### config.mk
export PLATFORM = sky130hd
export DESIGN_NAME = adder_mw_ctrl
export DESIGN_NICKNAME = d
export VERILOG_FILES = /design/src/rtl/adder_mw_pkg.sv /design/src/rtl/adder_rc.sv /design/src/rtl/adder_mw_ctrl.sv
export SDC_FILE = /design/constraint.sdc
export NUM_CORES = 1
export LEC_CHECK = 0
export BUFFER_PORTS_ARGS = -buffer_cell sky130_fd_sc_hd__buf_2
export CAP_MARGIN = 10
export CORE_UTILIZATION = 48
export DETAILED_ROUTE_END_ITERATION = 10
export MAX_ROUTING_LAYER = met4
export PLACE_DENSITY = 0.88
export RECOVER_POWER = 50
export SLEW_MARGIN = 30
export SYNTH_ARGS = -nofsm -noshare
export SYNTH_HDL_FRONTEND = slang
export SYNTH_SLANG_ARGS = --single-unit
### constraint.sdc
create_clock -name clock -period 3.6 [get_ports clock]
set_input_delay 0.36 -clock clock [delete_from_list [all_inputs] [get_ports clock]]
set_output_delay 0.36 -clock clock [all_outputs]
set_load 0.01 [all_outputs]
### src/rtl/adder_mw_pkg.sv
// Shared definitions for the multi-word adder sequencer: FSM encodings and default geometry.
package adder_mw_pkg;

  localparam int DEF_N = 5;
  localparam int DEF_W = 4;

  typedef enum logic [1:0] {
    ST_IDLE = 2'd0,
    ST_RUN  = 2'd1,
    ST_DONE = 2'd2
  } state_t;

endpackage

### src/rtl/adder_rc.sv
// N-bit ripple-carry adder; the single word-wide adder shared by the sequencer.
module adder_rc #(
  parameter int N = 5
) (
  input  logic [N-1:0] a,
  input  logic [N-1:0] b,
  input  logic         ci,
  output logic [N-1:0] s,
  output logic         co
);

  logic [N:0] c;

  always_comb begin
    s    = '0;
    c    = '0;
    c[0] = ci;
    for (int i = 0; i < N; i++) begin
      s[i]   = a[i] ^ b[i] ^ c[i];
      c[i+1] = (a[i] & b[i]) | (c[i] & (a[i] ^ b[i]));
    end
  end

  assign co = c[N];

endmodule

### src/rtl/adder_mw_ctrl.sv
// Multi-word adder: W words of N bits summed LSW first through one adder_rc, carry held between words.
// Optional subtract mode and signed overflow flag are enabled by defining ADDER_MW_SUB_EN.
module adder_mw_ctrl
  import adder_mw_pkg::*;
#(
  parameter int N = DEF_N,
  parameter int W = DEF_W
) (
  input  logic           clock,
  input  logic           reset,
  input  logic           start,
  input  logic [W*N-1:0] a,
  input  logic [W*N-1:0] b,
  input  logic           ci,
`ifdef ADDER_MW_SUB_EN
  input  logic           sub,
  output logic           ovf,
`endif
  output logic           busy,
  output logic           done,
  output logic [W*N-1:0] s,
  output logic           co,
  output logic [1:0]     state_dbg
);

  localparam int IW = (W > 1) ? $clog2(W) : 1;

  // Handshake: start is a request honoured only in IDLE (no ready, no queueing);
  // done is a one-cycle valid pulse for {co,s}, which then hold until the next op's RUN.
  state_t               state, state_nxt;
  logic [IW-1:0]        idx;
  logic                 carry;
  logic [W-1:0][N-1:0]  a_reg, b_reg, s_reg;
  logic [N-1:0]         add_a, add_b, add_s;
  logic                 add_co;
  logic                 last;

  assign last  = (idx == IW'(W - 1));
  assign add_a = a_reg[idx];

`ifdef ADDER_MW_SUB_EN
  logic sub_reg;
  // Two's-complement subtract: invert B words, carry-in starts as ~ci.
  assign add_b = b_reg[idx] ^ {N{sub_reg}};
`else
  assign add_b = b_reg[idx];
`endif

  adder_rc #(.N(N)) u_adder (
    .a  (add_a),
    .b  (add_b),
    .ci (carry),
    .s  (add_s),
    .co (add_co)
  );

  always_comb begin
    state_nxt = state;
    case (state)
      ST_IDLE: if (start) state_nxt = ST_RUN;
      ST_RUN:  if (last)  state_nxt = ST_DONE;
      ST_DONE: state_nxt = ST_IDLE;
      default: state_nxt = ST_IDLE;
    endcase
  end

  always_ff @(posedge clock) begin
    if (reset) begin
      state   <= ST_IDLE;
      idx     <= '0;
      carry   <= 1'b0;
      a_reg   <= '0;
      b_reg   <= '0;
      s_reg   <= '0;
      co      <= 1'b0;
`ifdef ADDER_MW_SUB_EN
      sub_reg <= 1'b0;
      ovf     <= 1'b0;
`endif
    end else begin
      state <= state_nxt;
      case (state)
        ST_IDLE: begin
          if (start) begin
            a_reg <= a;
            b_reg <= b;
            idx   <= '0;
`ifdef ADDER_MW_SUB_EN
            sub_reg <= sub;
            carry   <= ci ^ sub;
`else
            carry   <= ci;
`endif
          end
        end
        ST_RUN: begin
          s_reg[idx] <= add_s;
          carry      <= add_co;
          idx        <= idx + 1'b1;
          if (last) begin
            co <= add_co;
`ifdef ADDER_MW_SUB_EN
            // Carry into the MSB is recovered from the MSB sum bit.
            ovf <= (add_a[N-1] ^ add_b[N-1] ^ add_s[N-1]) ^ add_co;
`endif
          end
        end
        default: ;
      endcase
    end
  end

  assign busy      = (state != ST_IDLE);
  assign done      = (state == ST_DONE);
  assign s         = s_reg;
  assign state_dbg = state;

endmodule

==> impl_metrics.py <==
metrics = {
    "status": {
        "outcome": "finished with violations",
        "violations": "max-capacitance violations, max-slew violations",
    },
    "worst_setup_path": {
        "critPathSlowestCell": "sky130_fd_sc_hd__fa_1",
        "cp-startpoint": "idx[1]",
        "worst-path-stages": 11,
        "required_ns": 3.85,
        "critical_path_class": "flip-flop to flip-flop",
        "ff2ff_setup_slack_ns": 0.29,
        "crit_path_max_incr_delay_ns": 0.48,
        "startpoint_type": "flip-flop",
        "crit_path_max_delay_family": "adder cells",
        "worstPathMaxFanout": 13,
        "critical_path.cell_chain": "buf_4, mux4_2, fa_1, inv_1, fa_1, inv_1, fa_1, fa_1, inv_1, fa_1, a211oi_1",
        "critical_path.reg2reg.endpoint": "s[4]",
        "r2r.worst_path.cells": 11,
        "arrival_time_reported_for_the_critical_path_endpoint_ns": 3.56,
        "crit_end": "s[4]",
        "r2r_start": "idx[1]",
        "crit_buf_inv": 4,
        "worst_path_most_repeated_cell": "sky130_fd_sc_hd__fa_1",
        "worstSetupEndpointType": "flip-flop",
    },
    "clock_network": {
        "clock_sinks": 66,
        "clock_path_buffers": 2,
        "tritoncts": "done",
        "clock_tree.root_cell": "sky130_fd_sc_hd__clkbuf_8",
        "clkLatencyLatePin_ns": 0.34,
        "cts_htree_levels": 3,
        "postCtsSetupBuffers": 0,
        "cts_resized": 0,
        "clkSlewWorstSetupHoldPaths_ns": 0.08,
        "numCtsBuffers": 9,
        "cts_hold_buffers": 0,
    },
    "sta": {
        "clock.fmax_mhz": 302,
        "drv_slew": 20,
        "tightest_slew_ns": 1.88,
        "hold_ws_ns": 0.249,
        "setup_total_negative_slack_ns": 0,
        "slew_headroom": -0.258,
        "period_needed_ns": 3.31,
        "report.final.setup_viol": 0,
        "final.period_utilization": 0.921,
        "rsz0062_at_grt": "false",
        "finalHoldViolations": 0,
        "timing.clock.skew_ns": 0.00950,
    },
    "route": {
        "route.vias.total": 2238,
        "route.detailed.wl_per_inst_um": 13.7,
        "drt.antenna.violating_nets": 0,
        "postRouteWirelength_mm": 6.02,
        "drcViolationCount": 0,
        "drt_pass1_iterations": 4,
        "via_per_inst": 5.10,
        "first_iter_violations": 99,
    },
    "synth": {
        "synth_area_leaders": "sky130_fd_sc_hd__dfxtp_1 (46%), sky130_fd_sc_hd__nand2_1 (11%), sky130_fd_sc_hd__mux4_2 (7.8%)",
        "synth_cells": 302,
        "ys_warn_count": 0,
        "synth_ff_type": "sky130_fd_sc_hd__dfxtp_1",
        "synth-edff-count": 0,
        "seq_area_frac_synth": 0.459,
        "synthDistinctLibCells": 24,
        "asyncSetResetFlopFracSynth": 0,
        "yosys_register_bits": 66,
        "syn-mean-instance-area_um2": 9.52,
        "mappedNetlistNets": 355,
        "synthTopCellsByCount": "sky130_fd_sc_hd__nand2_1 (81), sky130_fd_sc_hd__dfxtp_1 (66), sky130_fd_sc_hd__a21oi_1 (42), sky130_fd_sc_hd__nor2_1 (24), sky130_fd_sc_hd__buf_6 (15)",
        "synth_top_area_cell": "sky130_fd_sc_hd__dfxtp_1",
        "most_frequently_used_cell_type_in_the_post_synthesis_netlist": "sky130_fd_sc_hd__nand2_1",
        "top_area_cell_type_share_of_the_netlist_area": 0.459,
        "post_synthesis_cell_area_um2": 2880,
    },
    "worst_hold_path": {
        "worstHoldPathType": "primary input to flip-flop",
    },
    "cells_and_area": {
        "n_fill_cell": 518,
        "area_delta_synth_final_pct": 15.2,
        "ratio_of_cells_with_drive_above_1_in_the_final_layout": 0.215,
        "n_antenna_cell": 0,
        "final_nets": 415,
        "layout.core_utilization": 0.587,
    },
    "grt": {
        "antenna_found_initial": 0,
        "grt_max_degree": 67,
        "globalRouteTotalUtil": 0.214,
        "grt_pass1_vias": 2200,
        "grt_remaining_overflow": 0,
        "global_route_wire_length_before_repair_mm": 9.76,
    },
    "floorplanning": {
        "rows": 27,
        "dieArea_um2": 6310,
        "core_region_area_um2": 5640,
        "io-pin-count": 69,
        "floorplan.initialDensity": 0.510,
        "die_height_um": 79.4,
        "die_x_um": 79.4,
    },
    "job": {
        "timing.max_cap.violations": 1,
    },
    "pwr": {
        "powerDensity_nw_per_um2": 503,
        "leakage_power_summed_over_all_cells_nw": 1.29,
        "vdd_drop_max_v": 0.000359,
    },
    "placed_design": {
        "io_buffer_count": 68,
        "globalplace.congestion": 0.850,
        "detailedPlacementHpwl_mm": 4.31,
    },
}
layout by cell type (no fill, tap or decap), drive strengths merged:
| master | Yosys | final |
|---|---|---|
| clkinv | 0 | 3 |
| nor3b | 1 | 1 |
| or2 | 1 | 1 |
| a21oi | 42 | 42 |
| inv | 10 | 10 |
| buf | 17 | 48 |
| fa | 5 | 5 |
| a211oi | 10 | 10 |
| nor3 | 1 | 1 |
| and3b | 4 | 4 |
| nor2 | 24 | 24 |
| ha | 4 | 4 |
| o221a | 1 | 1 |
| nor2b | 2 | 2 |
| clkinvlp | 0 | 2 |
| nand2 | 81 | 81 |
| dfxtp | 66 | 66 |
| mux4 | 10 | 10 |
| and2b | 1 | 1 |
| o21ai | 1 | 1 |
| or3b | 1 | 1 |
| mux2i | 13 | 13 |
| clkbuf | 7 | 34 |
| bufinv | 0 | 2 |
cell type report:
type	count	area (µm²)	area share
sequential	66	1320	0.399
multi-input combinational	202	1300	0.392
timing repair buffer	73	349	0.105
clock buffer	9	124	0.0374
clock inverter	7	93.8	0.0283
tap	72	90.1	0.0272
inverter	10	37.5	0.0113
worst register-to-register path: stages, from the launching register on:
cell and delay, ns:
sky130_fd_sc_hd__dfxtp_1 0.35, sky130_fd_sc_hd__buf_4 0.23, sky130_fd_sc_hd__mux4_2 0.36, sky130_fd_sc_hd__fa_1 0.37, sky130_fd_sc_hd__inv_1 0.08, sky130_fd_sc_hd__fa_1 0.17, sky130_fd_sc_hd__inv_1 0.05, sky130_fd_sc_hd__fa_1 0.38
sky130_fd_sc_hd__fa_1 0.38, sky130_fd_sc_hd__inv_1 0.10, sky130_fd_sc_hd__fa_1 0.48, sky130_fd_sc_hd__a211oi_1 0.27
metrics by stage:
stage	power [mW]	area, µm²	setup slack (ns)	cells
global placement	0.998	3140	0.498	423
floorplan	0.954	2880	0.258	302
CTS	1.69	3360	0.284	439
finish	1.67	3310	0.285	439
detailed placement	1.01	3140	0.283	423
global route	1.74	3310	0.140	439
per-layer routing:
| layer | global-route usage | routed length [µm] | vias to the layer above |
|---|---|---|---|
| li1 | - | - | 1122 |
| met1 | 0.249 | 2660 | 1037 |
| met2 | 0.341 | 2860 | 72 |
| met3 | 0.0674 | 408 | 7 |
| met4 | 0.0891 | 89 | 0 |
| met5 | - | 0 | - |
logic make-up after synthesis:
family,count (synthesis),synth area share
fa+ha+maj,9,0.0522
simple gates,116,0.170
mux,23,0.124
buf+inv,34,0.0853
flops,66,0.459
compound gates,54,0.110
where the power goes:
group | internal [mW] | switching (mW)
logic | 0.0857 | 0.109
registers | 0.767 | 0.0236
clock network | 0.388 | 0.294
worst min-delay path by stage:
| stage | startpoint | endpoint | slack, ns | depth (start not counted) |
|---|---|---|---|---|
| detailed placement | b_reg[4] | b_reg[4] | 0.45 | 2 |
| finish | a[10] | a_reg[10] | 0.25 | 3 |
| global route | a[10] | a_reg[10] | 0.24 | 3 |
| floorplan | a_reg[14] | a_reg[14] | 0.43 | 2 |
| global placement | a_reg[0] | a_reg[0] | 0.44 | 2 |
| CTS | a[10] | a_reg[10] | 0.23 | 3 |
Power figures use the tool's default switching activity.
